==> config.mk <==
export PLATFORM = sky130hd
export DESIGN_NAME = ddr_port_arbiter
export DESIGN_NICKNAME = d
export VERILOG_FILES = /design/src/rtl/ddr_arb_defs.sv /design/src/rtl/arb_pick.sv /design/src/rtl/ddr_port_arbiter.sv
export SDC_FILE = /design/constraint.sdc
export NUM_CORES = 1
export LEC_CHECK = 0
export ABC_AREA = 1
export BUFFER_PORTS_ARGS = -buffer_cell sky130_fd_sc_hd__buf_2
export CAP_MARGIN = 25
export CELL_PAD_IN_SITES_DETAIL_PLACEMENT = 0
export CELL_PAD_IN_SITES_GLOBAL_PLACEMENT = 2
export CORE_MARGIN = 1
export CORE_UTILIZATION = 20
export DETAILED_ROUTE_END_ITERATION = 10
export GPL_TIMING_DRIVEN = 0
export PLACE_DENSITY_LB_ADDON = 0.1
export SKIP_LAST_GASP = 1
export SYNTH_ARGS = -nofsm -noshare
export SYNTH_HDL_FRONTEND = slang
export SYNTH_SLANG_ARGS = --single-unit
==> constraint.sdc <==
create_clock -name clk -period 1.6 [get_ports clk]
set_clock_uncertainty 0.05 [all_clocks]
set_input_delay 0.32 -clock clk [delete_from_list [all_inputs] [get_ports clk]]
set_output_delay 0.32 -clock clk [all_outputs]
set_load 0.1 [all_outputs]
==> src/rtl/ddr_arb_defs.sv <==
// Shared definitions for the DDR port arbiter: FSM encodings, default widths
// and the width of a requester index.
package ddr_arb_defs;

  typedef enum logic {
    ARB_IDLE = 1'b0,
    ARB_BUSY = 1'b1
  } arb_state_e;

  localparam int DDR_ADDR_W = 25;
  localparam int DDR_DATA_W = 32;
  localparam int PIDX_W     = 3;

endpackage

==> src/rtl/arb_pick.sv <==
// Combinational winner search: the first valid port at or after start_i wins,
// wrapping around to port 0. Returns the winner as one-hot and as an index.
module arb_pick
  import ddr_arb_defs::*;
#(
  parameter int NPORTS = 3
) (
  input  logic [NPORTS-1:0] valid_i,
  input  logic [PIDX_W-1:0] start_i,
  output logic [NPORTS-1:0] onehot_o,
  output logic [PIDX_W-1:0] idx_o
);

  logic found;

  // Two passes model the wrap: ports from start_i upward first, then the ones below it.
  always_comb begin
    onehot_o = '0;
    idx_o    = '0;
    found    = 1'b0;
    for (int i = 0; i < NPORTS; i++) begin
      if (!found && valid_i[i] && (PIDX_W'(i) >= start_i)) begin
        found       = 1'b1;
        onehot_o[i] = 1'b1;
        idx_o       = PIDX_W'(i);
      end
    end
    for (int i = 0; i < NPORTS; i++) begin
      if (!found && valid_i[i] && (PIDX_W'(i) < start_i)) begin
        found       = 1'b1;
        onehot_o[i] = 1'b1;
        idx_o       = PIDX_W'(i);
      end
    end
  end

endmodule

==> src/rtl/ddr_port_arbiter.sv <==
// Shares one DDR request port between NPORTS requesters (port 0 = CPU).
// Define DDR_ARB_RR_EN for round-robin selection; otherwise fixed priority.
module ddr_port_arbiter
  import ddr_arb_defs::*;
#(
  parameter int NPORTS = 3,
  parameter int ADDR_W = DDR_ADDR_W,
  parameter int DATA_W = DDR_DATA_W
) (
  input  logic                         clk,
  input  logic                         rst_n,
  input  logic [NPORTS*ADDR_W-1:0]     m_addr,
  input  logic [NPORTS*DATA_W-1:0]     m_wdata,
  input  logic [NPORTS*(DATA_W/8)-1:0] m_wstrb,
  input  logic [NPORTS-1:0]            m_valid,
  output logic [NPORTS-1:0]            m_ready,
  output logic [DATA_W-1:0]            m_rdata,
  output logic [ADDR_W-1:0]            s_addr,
  output logic [DATA_W-1:0]            s_wdata,
  output logic [DATA_W/8-1:0]          s_wstrb,
  output logic                         s_valid,
  input  logic                         s_ready,
  input  logic [DATA_W-1:0]            s_rdata,
  output logic [PIDX_W-1:0]            grant,
  output logic                         busy
);

  localparam int STRB_W = DATA_W / 8;

  arb_state_e          state_q;
  logic [PIDX_W-1:0]   grant_q;
  logic [ADDR_W-1:0]   s_addr_q,  addr_d;
  logic [DATA_W-1:0]   s_wdata_q, wdata_d;
  logic [STRB_W-1:0]   s_wstrb_q, wstrb_d;
  logic [NPORTS-1:0]   pick_oh;
  logic [PIDX_W-1:0]   pick_idx;
  logic [PIDX_W-1:0]   start_ptr;

`ifdef DDR_ARB_RR_EN
  logic [PIDX_W-1:0] rr_ptr_q, rr_ptr_d;

  assign start_ptr = rr_ptr_q;
  assign rr_ptr_d  = (pick_idx == PIDX_W'(NPORTS - 1)) ? '0 : pick_idx + PIDX_W'(1);

  always_ff @(posedge clk or negedge rst_n) begin
    if (!rst_n) begin
      rr_ptr_q <= '0;
    end else if (state_q == ARB_IDLE && |m_valid) begin
      rr_ptr_q <= rr_ptr_d;
    end
  end
`else
  assign start_ptr = '0;
`endif

  arb_pick #(.NPORTS(NPORTS)) u_pick (
    .valid_i  (m_valid),
    .start_i  (start_ptr),
    .onehot_o (pick_oh),
    .idx_o    (pick_idx)
  );

  always_comb begin
    addr_d  = '0;
    wdata_d = '0;
    wstrb_d = '0;
    for (int i = 0; i < NPORTS; i++) begin
      if (pick_oh[i]) begin
        addr_d  = m_addr[i*ADDR_W +: ADDR_W];
        wdata_d = m_wdata[i*DATA_W +: DATA_W];
        wstrb_d = m_wstrb[i*STRB_W +: STRB_W];
      end
    end
  end

  // The request is frozen at capture, so requester misbehaviour while BUSY cannot disturb it.
  always_ff @(posedge clk or negedge rst_n) begin
    if (!rst_n) begin
      state_q   <= ARB_IDLE;
      grant_q   <= '0;
      s_addr_q  <= '0;
      s_wdata_q <= '0;
      s_wstrb_q <= '0;
    end else begin
      case (state_q)
        ARB_IDLE: begin
          if (|m_valid) begin
            state_q   <= ARB_BUSY;
            grant_q   <= pick_idx;
            s_addr_q  <= addr_d;
            s_wdata_q <= wdata_d;
            s_wstrb_q <= wstrb_d;
          end
        end
        ARB_BUSY: begin
          if (s_ready) begin
            state_q <= ARB_IDLE;
          end
        end
        default: state_q <= ARB_IDLE;
      endcase
    end
  end

  always_comb begin
    m_ready = '0;
    for (int i = 0; i < NPORTS; i++) begin
      if (state_q == ARB_BUSY && s_ready && grant_q == PIDX_W'(i)) begin
        m_ready[i] = 1'b1;
      end
    end
  end

  assign m_rdata = s_rdata;
  assign s_addr  = s_addr_q;
  assign s_wdata = s_wdata_q;
  assign s_wstrb = s_wstrb_q;
  assign s_valid = (state_q == ARB_BUSY);
  assign busy    = (state_q == ARB_BUSY);
  assign grant   = grant_q;

endmodule

== After elaboration in Yosys (flattened, before gate mapping) ==
Cells that the tools add are included.

* Bits in registers: 65
* Input port bits: 221
* Logic and storage cells: 40

* Equality and inequality tests: 2
* Muxes and demuxes: 21
* Bitwise operators: 1
* Reduce and logical (&&, ||, !) cells: 11

{| class="wikitable"
|+ Operator list
! kind !! number
|-
| $mux 32 || 3
|-
| $mux 25 || 3
|-
| $mux 4 || 3
|-
| $mux 1 || 10
|-
| $logic_and 1x1->1 || 6
|-
| $eq 3x1->1 const B || 1
|-
| $eq 3x2->1 const B || 1
|-
| $logic_not 3->1 || 1
|-
| $reduce_or 3->1 || 1
|-
| $logic_not 1->1 || 2
|-
| $mux 2 || 1
|-
| $pmux 1 s2 || 1
|-
| $reduce_and 2->1 || 1
|-
| $not 1->1 || 1
|}

== Logic depth before layout (Yosys ltp) ==
Gate-level depths: netlist of run 1.

* Depth in word-level cells: 8
* Gate-level depth with buffers: 7
* Depth with buffers taken out: 5

== Cells and area by module ==
A second synthesis of run 1 with hierarchy kept.

* Cell total of the unflattened synthesis: 810
* Area total of the unflattened synthesis: 4,885.9 µm²

{| class="wikitable"
|+ By module, submodules not included
! module !! times used !! cells each !! area an instance (µm²)
|-
| ddr_port_arbiter || 1 || 786 || 4,764.6
|-
| arb_pick || 1 || 24 || 121.4
|}

== Worst setup path before layout of run 1 ==
OpenSTA, ideal clock, no wires.

* Path kind: register to output
* From: register state_q (netlist: busy)
* To: output m_ready[0]
* Data arrival time: 3,249 ps
* Data required time: 1,230 ps
* Setup slack: -2,019 ps
* Cell stages (with the launch flop): 3
* Buffers on the path: 0
* Cell sequence: dfrtp_1 nand2_1 nor3_1

* Cells in the longest elaborated chain, start to end: 3

{| class="wikitable"
|+ Ends and longest elaborated chain
! what !! line !! source
|-
| start, declared || ddr_port_arbiter.sv:30 || <nowiki>arb_state_e state_q;</nowiki>
|-
| start signal, assigned || ddr_port_arbiter.sv:79 || <nowiki>state_q <= ARB_IDLE;</nowiki>
|-
| start signal, assigned || ddr_port_arbiter.sv:88 || <nowiki>state_q <= ARB_BUSY;</nowiki>
|-
| start signal, assigned || ddr_port_arbiter.sv:97 || <nowiki>state_q <= ARB_IDLE;</nowiki>
|-
| $logic_and 1x1->1 (2 in a row) || ddr_port_arbiter.sv:108 || <nowiki>if (state_q == ARB_BUSY && s_ready && grant_q == PIDX_W'(i)) begin</nowiki>
|-
| $mux 1 || ddr_port_arbiter.sv:108 ||
|-
| end, declared || ddr_port_arbiter.sv:16 || <nowiki>output logic [NPORTS-1:0] m_ready,</nowiki>
|}

No other way between the ends.

== Final worst setup path of run 1 ==
* From: register grant_q[1] (netlist: grant[1])
* To: output grant[1]

{| class="wikitable"
|+ RTL lines
! what !! line !! source
|-
| start, declared || ddr_port_arbiter.sv:31 || <nowiki>logic [PIDX_W-1:0] grant_q;</nowiki>
|-
| start signal, assigned || ddr_port_arbiter.sv:89 || <nowiki>grant_q <= pick_idx;</nowiki>
|-
| end, declared || ddr_port_arbiter.sv:24 || <nowiki>output logic [PIDX_W-1:0] grant,</nowiki>
|}

No word-level cell between the ends.

==> results of run 1 <==
state kept, by name, summed over array words and instances (netlist names):
register and flops:
s_wdata 32, s_addr 25, s_wstrb 4, grant 2
busy 1
power by group through the flow:
stage               logic (uW)  registers [uW]  clock network (uW)
floorplan                 1900            8600                   0
global placement          9470            2870                   0
detailed placement        9490            2890                   0
CTS                       9650            2870                2120
global route             10100            2980                2190
finish                    9620            2860                2050
area by class of cell:
class | count | area share, %
buffer | 79 | 7.64
timing repair buffer | 288 | 24.3
antenna | 2 | 0.0802
tap | 265 | 5.31
multi-input combinational | 441 | 31.5
sequential | 64 | 25.8
clock buffer | 11 | 4.05
inverter | 5 | 0.381
clock inverter | 5 | 0.882
path summary, 6_finish.rpt:
check / depth (start not counted) / from / endpoint
worst min-delay path: 1 / rst_n / s_addr[15]
worst min register to register: 2 / s_wdata[20] / s_wdata[20]
worst max register to register: 6 / busy / s_wdata[1]
worst max-delay path: 1 / grant[1] / grant[1]
min in group clk: 2 / s_ready / busy
max in group asynchronous: 1 / rst_n / busy
cell usage in the layout (no fill, tap or decap):
master	Yosys	final
a21oi_4	1	1
nor3_4	0	2
buf_2	22	291
clkbuf_1	18	18
inv_2	3	2
conb_1	1	1
nor2_4	0	1
inv_1	2	1
clkinv_2	0	2
inv_4	0	2
nand3_1	185	185
clkbuf_4	0	9
buf_4	34	39
dfrtp_1	64	61
nand2_4	0	2
nor2_8	1	1
bufinv_16	0	1
dfrtp_4	0	3
diode_2	0	2
nand2_1	248	246
clkbuf_8	0	2
o21ai_0	2	2
buf_6	0	1
clkinvlp_4	0	2
buf_12	0	4
buf_1	5	5
clkbuf_16	0	9
stage by stage:
step | cell area (sq um) | setup WS, ps | power, uW
after floorplan | 4050 | -354 | 10500
after global placement | 5810 | -460 | 12300
after detailed placement | 5810 | -230 | 12400
after CTS | 6200 | -89.6 | 14600
after global routing | 6240 | -102 | 15200
final | 6240 | -52.7 | 14500
metal layers:
layer	track usage (%)	vias up	share of wire, %
li1	-	2486	-
met2	29.8	195	49
met1	19.8	2265	40
met5	0	-	0.056
met3	5.23	21	8.4
met4	5.99	2	1.9
kinds of logic after synthesis:
logic type | Yosys count | share of synthesized area (%)
AND/OR/NAND/NOR | 437 | 47.4
flip-flops | 64 | 40.1
buffers and inverters | 84 | 11.8
other | 1 | 0.0939
AO/OA/AOI/OAI | 3 | 0.658
repair_timing:
| action | in CTS | in global routing |
|---|---|---|
| endpoints found under the hold margin | 0 | 0 |
| endpoints found under the setup margin | 7 | 45 |
| gates cloned | 0 | 0 |
| resized for setup | 14 | 13 |
| pin swaps | 2 | 2 |
| setup buffers | 3 | 0 |
==> results.cfg, run 1 <==
[critical_path]
cp-start-kind = flop
critPathKind = reg2out
crit_family = flip-flops
crit_fanout = 5
crit_slowest_cell = dfrtp_4
crit_path_end_kind = output port
r2r_setup_slack_ps = 90
cpPeakStageDelay_ps = 480
critPathArrivalTime_ps = 1280
path_cells = buf_2
critPathBufInv = 1
critPathRequiredTime_ps = 1230

[grt]
grt_pass1_wl_um = 26200
grtUsageTotal_pct = 17.1
grt_pass1_vias = 4914
grt-ovfl-total = 0
antenna_found_initial = 3
grt_max_degree = 65

[drt]
drtIter0Drc = 130
drcViolationCount = 0
detail-route-antenna-nets = 0
via_per_inst = 4.28
wire_per_inst_um = 15.3
drt-total-wl_um = 17800
firstDrtPassIters = 4
vias = 4969

[synthesis]
synth-seq-cells = 64
ys_types = 15
synth_area_leader_cell = dfrtp_1
synthesis.area_sq_um = 3990
ys_warn_count = 0
synth_seq_area_share_pct = 40.1
synth_edf_count = 0
dominantRegCellSynth = dfrtp_1
syn_nets = 810
synth_commonest_cells = nand2_1 (248), nand3_1 (185), dfrtp_1 (64)
async_flop_share_pct = 100
synth_area_leaders = dfrtp_1 (40%), nand2_1 (23%), nand3_1 (23%)
synth.top_cell.area_share_pct = 40.1
synthesis.instances = 589
syn_avg_cell_area_sq_um = 6.78
synth_most_common_cell = nand2_1

[pwr]
combPwrFrac_pct = 66.2
p_leak_uw = 0.00353
seqPwrFrac_pct = 19.7
ir_drop_uv = 783
power_density_nw_per_um2 = 2330
switching_share_pct = 64.0
pwr-share-clk_pct = 14.1
p_sw_uw = 9300
power.internal_uw = 5230

[floorplanning]
initial_core_util_pct = 20.4
dieArea_sq_um = 20500
die_x_um = 143
rows = 51
fp.dieH_um = 143
num_io_pins = 322
core_area_sq_um = 19500

[sta]
setup_violations = 4
setup_slack_ps = -52.7
period_share_pct = 103
worstMarginPinSlew_ps = 880
max_freq_ghz = 0.605
hold_violations = 0
whs_ps = 36.4
relSlewSlack_pct = 41.3
rsz0062_at_grt = yes
drv_slew = 0
period_minus_slack_ps = 1650
tns_ps = -191

[placed_design]
place.port_buffers = 285
hpwl_um = 13700
placed_cells = 1139
globalplace.congestion = 0.754

[final_layout]
instances_no_fill = 1160
fin_util_pct = 32.0
multi_input_comb_area_sq_um = 1970
drive_gt1_share_pct = 41.9
regArea_sq_um = 1610
area_delta_synth_final_pct = 56.3
num-nets-final = 1109
nFillCells = 2234

[clocking]
cts_hold_buf = 0
cts_tree = built
clk_pin_slew_worst_paths_ps = 60
cts-root-buf = clkbuf_16
htreeDepth = 3
clkSinkCount = 64
cts_max_path_buffers = 2
cts_inserted_buffers = 9
clk_latency_ps = 340

[worst_hold_path]
hp-class = in2async

[status]
failed_checks = setup timing
status = finished with violations

[flow_run]
maxCapViolCount = 0
(Power assumes the default switching activity.)
==> run 2: changes to the inputs <==
- CTS_BUF_LIST: not set -> sky130_fd_sc_hd__clkbuf_8
==> run 2 against run 1 <==
  * The flow still finishes with violations (setup timing)
  * Worst setup slack got worse by 23 ps
  * Critical path depth increased by 1
  * Die area unchanged
  * Critical endpoint is now m_ready[0]
  * Flip-flop and latch count unchanged
  * Register-to-register slack got worse by 90 ps
  * Via count increased by 0.20%
==> results.cfg, run 2 (synthesis gave the netlist of run 1 again) <==
[sta]
setup_slack_ps = -75.7
period_minus_slack_ps = 1680
max_freq_ghz = 0.597
period_share_pct = 105
whs_ps = 14.1
tns_ps = -226
hold_violations = 0
setup_violations = 5
drv_slew = 0
relSlewSlack_pct = 41.9
worstMarginPinSlew_ps = 872
rsz0062_at_grt = yes

[critical_path]
path_cells = nor3_4 -> buf_12
cp-start-kind = flop
crit_fanout = 5
ff2ff_path_depth = 7
critPathKind = reg2out
critPathArrivalTime_ps = 1310
r2r_start = busy
r2r_setup_slack_ps = 0
timing.rr.end = s_wstrb[2]
critPathBufInv = 1
critPathRequiredTime_ps = 1230
cpPeakStageDelay_ps = 530
crit_slowest_cell = dfrtp_4
crit_family = flip-flops
crit_path_end_kind = output port

[drt]
drt-total-wl_um = 17700
drcViolationCount = 0
via_per_inst = 4.29
vias = 4979
wire_per_inst_um = 15.3
drtIter0Drc = 125
firstDrtPassIters = 4
detail-route-antenna-nets = 0

[final_layout]
final_common_cell = buf_2
instances_no_fill = 1160
mostFrequentLayoutCells = buf_2 (291), nand2_1 (246), nand3_1 (185)
num-nets-final = 1110
area_delta_synth_final_pct = 54.3
final_area_sq_um = 6160
drive_gt1_share_pct = 41.9
largest_register_ffs = 32

[floorplanning]
initial_core_util_pct = 20.4
rows = 51
core_area_sq_um = 19500
dieArea_sq_um = 20500
num_io_pins = 322
die_x_um = 143
fp.dieH_um = 143

[pwr]
ir_drop_uv = 782
p_leak_uw = 0.00350
power_density_nw_per_um2 = 2280

[clocking]
cts_tree = built
clkSinkCount = 64
cts_hold_buf = 0
cts_inserted_buffers = 9
clk_latency_ps = 360
htreeDepth = 3
cts_max_path_buffers = 2
cts-root-buf = clkbuf_8
clk_pin_slew_worst_paths_ps = 80

[placed_design]
place.port_buffers = 285
postPlaceCellArea_sq_um = 5810
placed_cells = 1139
globalplace.congestion = 0.754
hpwl_um = 13700

[worst_hold_path]
hp-class = in2async

[grt]
grt_pass1_vias = 4898
grt_max_degree = 65
grtUsageTotal_pct = 17.0
grt_pass1_wl_um = 26100
grt-ovfl-total = 0
antenna_found_initial = 3

[status]
failed_checks = setup timing
status = finished with violations

[flow_run]
maxCapViolCount = 0
-- run 2: worst max path at each step --
stage	from	to	slack, ps	cells past startpoint
final	grant[1]	m_ready[0]	-80	2
after global routing	grant[1]	m_ready[0]	-140	2
after CTS	grant[1]	m_ready[0]	-110	2
after detailed placement	m_valid[1]	s_wstrb[2]	-230	7
after global placement	rst_n	busy	-460	1
after floorplan	busy	m_ready[0]	-350	2
-- run 2: metrics by stage --
step	setup WS, ps	power (uW)	util [%]
CTS	-107	14000	31.2
detailed placement	-230	12400	29.8
finish	-75.7	14000	31.5
floorplan	-354	10500	-
global placement	-460	12300	29.8
global route	-138	14700	31.5
-- run 2: where the power goes --
part           internal, uW  total (uW)  switching [uW]  leakage (uW)
Sequential             2410        2850             443      0.000802
Clock                   799        1490             688      0.000101
Combinational          1570        9680            8100       0.00259
Total                  4780       14000            9230       0.00349
-- run 2: what timing repair did --
item                                   in CTS  in global routing
buffers inserted                            1                  3
setup endpoints to repair                   7                 67
pin swaps                                   4                  1
resized for setup                          17                 22
endpoints found under the hold margin       0                  0
-- run 2: per-layer routing --
metal / track usage, % / routed length [um]
met5: 0 / 23
met2: 29.7 / 8750
met1: 19.8 / 7260
met4: 5.32 / 346
met3: 5.23 / 1370
-- run 2: area by class of cell --
class                   instances  area, sq um
flip-flops and latches         64         1610
plain buffers                  79          480
multi-input cells             441         1970
fillers                      2242        13400
repair buffers                289         1540
diodes                          1         2.50
clock buffers                  11          151
inverters                       5         23.8
well taps                     265          332
clock inverters                 5         55.1
-- run 2: worst reg2reg max path, stage by stage (launching register included) --
cell,delay (ps)
dfrtp_4,490
buf_6,130
buf_4,140
a21oi_4,210
inv_4,110
clkbuf_4,220
nand2_1,90
nand2_1,50
==> run 3: changes to the inputs <==
- CORE_MARGIN: 1 -> 4
- CORE_UTILIZATION: 20 -> 22
- SETUP_SLACK_MARGIN: not set -> 0.1
- SYNTH_HIERARCHICAL: not set -> 1
==> run 3 against run 2 <==
  * The flow still finishes with violations (setup timing)
  * Global-route usage decreased by 0.50 points
  * Worst hold slack improved by 130 ps
  * Non-clock buffer count increased by 18
  * Combinational power increased by 16%
  * Critical path type unchanged
==> results.cfg, run 3 <==
[grt]
antenna_found_initial = 5
grt_pass1_wl_um = 31800
grtUsageTotal_pct = 16.5
grt_max_degree = 35
grt-ovfl-total = 0
grt_pass1_vias = 5796

[sta]
rsz0062_at_grt = yes
worstMarginPinSlew_ps = 502
max_freq_ghz = 0.561
setup_violations = 5
setup_slack_ps = -182
period_share_pct = 111
relSlewSlack_pct = 66.5
drv_slew = 0
hold_violations = 0
period_minus_slack_ps = 1780

[clocking]
clk_pin_slew_worst_paths_ps = 80
cts-root-buf = clkbuf_8
clkSinkCount = 65
htreeDepth = 3
clk_latency_ps = 360
cts_max_path_buffers = 2
cts_tree = built
cts_inserted_buffers = 9

[critical_path]
critPathRequiredTime_ps = 1230
cp-start-kind = flop
critPathKind = reg2out
critPathArrivalTime_ps = 1410
crit_fanout = 4
crit_path_end_kind = output port

[drt]
via_per_inst = 4.15
detail-route-antenna-nets = 0
drcViolationCount = 0
wire_per_inst_um = 15.2
wl_met2_um = 9980
drtIter0Drc = 236
wl_met1_um = 9490
met3_length_um = 1660
drt-total-wl_um = 21400
firstDrtPassIters = 4
top_layer_used = met5
vias = 5846

[flow_run]
maxCapViolCount = 0

[pwr]
power_uw = 15900
combPwrFrac_pct = 70.6
ir_drop_uv = 775
power_density_nw_per_um2 = 2140
p_sw_uw = 9960
power.internal_uw = 5930
pwr-share-clk_pct = 10.3
switching_share_pct = 62.7
seqPwrFrac_pct = 19.1
p_leak_uw = 0.00432

[synthesis]
synth_most_common_cell = nand2_1
synth_simple_gate_area_share_pct = 42.3
synth_seq_area_share_pct = 33.3
synth-seq-cells = 65
ys_warn_count = 6
synth_area_leaders = dfrtp_1 (33%), nand2_1 (25%), nor2_1 (9.5%)
synth_commonest_cells = nand2_1 (323), nor2_1 (124), inv_1 (66)
ys_types = 19
synth_xor_area_share_pct = 0
synthesis.instances = 810
synth_area_leader_cell = dfrtp_1
synth_edf_count = 0
synth_compound_area_share_pct = 6.66
synthMuxAreaShare_pct = 0
dominantRegCellSynth = dfrtp_1
syn_avg_cell_area_sq_um = 6.03
synth.top_cell.area_share_pct = 33.3
synthesis.area_sq_um = 4890
synth_fa_ha_area_share_pct = 0
async_flop_share_pct = 100
synth_top_family_by_area = simple AND/OR/NAND/NOR gates

[floorplanning]
num_io_pins = 322
die_x_um = 157
core_area_sq_um = 21800
fp.dieH_um = 157
rows = 54
dieArea_sq_um = 24700
initial_core_util_pct = 22.4

[placed_design]
post-place-ws_ps = -409
hpwl_um = 16200
globalplace.congestion = 0.767
place.port_buffers = 289
postPlaceCellArea_sq_um = 6800

[final_layout]
drive_gt1_share_pct = 37.4
final_common_cell = nand2_1
mostFrequentLayoutCells = nand2_1 (320), buf_2 (233), nor2_1 (120)
fin_util_pct = 34.1
largest_register_ffs = 32
area_delta_synth_final_pct = 52.3
final_area_sq_um = 7440
num-nets-final = 1344

[status]
status = finished with violations
failed_checks = setup timing

[worst_hold_path]
hp-class = in2reg
-- run 3: cell types whose count changed after synthesis, moves of 5 or more --
| cell | previous run | this run |
|---|---|---|
| nand2_1 | 248 | 323 |
| nand3_1 | 185 | 65 |
| buf_1 | 5 | 0 |
| buf_6 | 0 | 9 |
| inv_1 | 2 | 66 |
| buf_4 | 34 | 45 |
| o21ai_1 | 0 | 62 |
| nor2_1 | 1 | 124 |
| buf_2 | 22 | 28 |
| clkbuf_1 | 18 | 7 |
-- run 3: per-stage QoR --
step	std cells	TNS, ps	hold WS, ps
floorplan	815	-1500	-25.6
global placement	1384	-50110	416
detailed placement	1385	-20580	266
CTS	1405	-764	121
global route	1409	-826	133
finish	1410	-558	139
-- run 3: repair_timing --
action | 4_1_cts | 5_1_grt
resized for setup | 89 | 57
buffers inserted | 3 | 3
gates cloned | 0 | 1
pin swaps | 3 | 0
hold buffers | 1 | 0
endpoints found under the setup margin | 129 | 68
hold endpoints to repair | 31 | 0
-- run 3: final cells by class --
type,count,area [sq um]
antenna,2,5.00
buffer,89,713
clock buffer,11,151
clock inverter,5,71.3
fill,2573,14400
inverter,68,273
multi-input combinational,593,2490
sequential,65,1640
tap,280,350
timing repair buffer,297,1750
-- run 3: worst max-delay path, cell delays in order (launching register included) --
cell     delay, ps
dfrtp_4        460
inv_4           60
nor4_4         270
buf_6          260
-- run 3: metal layers --
layer | up-vias | track usage [%]
met3 | 19 | 3.96
met4 | 8 | 4.51
met5 | - | 0
met2 | 211 | 26.2
li1 | 3042 | -
met1 | 2566 | 22.6
-- run 3: worst paths after layout --
path / from / end / slack, ps / cells past startpoint
setup / recovery: grant[1] / m_ready[2] / -180 / 3
hold / removal: s_ready / busy / 140 / 2
setup reg to reg: busy / s_wstrb[2] / 190 / 7
hold reg to reg: s_addr[8] / s_addr[8] / 440 / 2
max in group asynchronous: rst_n / s_wdata[31] / 490 / 3
min in group asynchronous: rst_n / s_wdata[24] / 400 / 2
-- run 3: cell families (layout without fill, tap and decap cells) --
| family | after synthesis | in the layout |
|---|---|---|
| AND/OR/NAND/NOR | 521 | 521 |
| buffers and inverters | 157 | 470 |
| AO/OA/AOI/OAI | 65 | 65 |
| flip-flops | 65 | 65 |
| other | 2 | 9 |
-- run 3: power by group through the flow --
stage               sequential, uW  clock (uW)  combinational (uW)
floorplan                     8890           0                2490
global placement              3010           0               10400
detailed placement            3020           0               10400
CTS                           3040        1710               11100
global route                  3140        1770               11700
finish                        3030        1640               11200
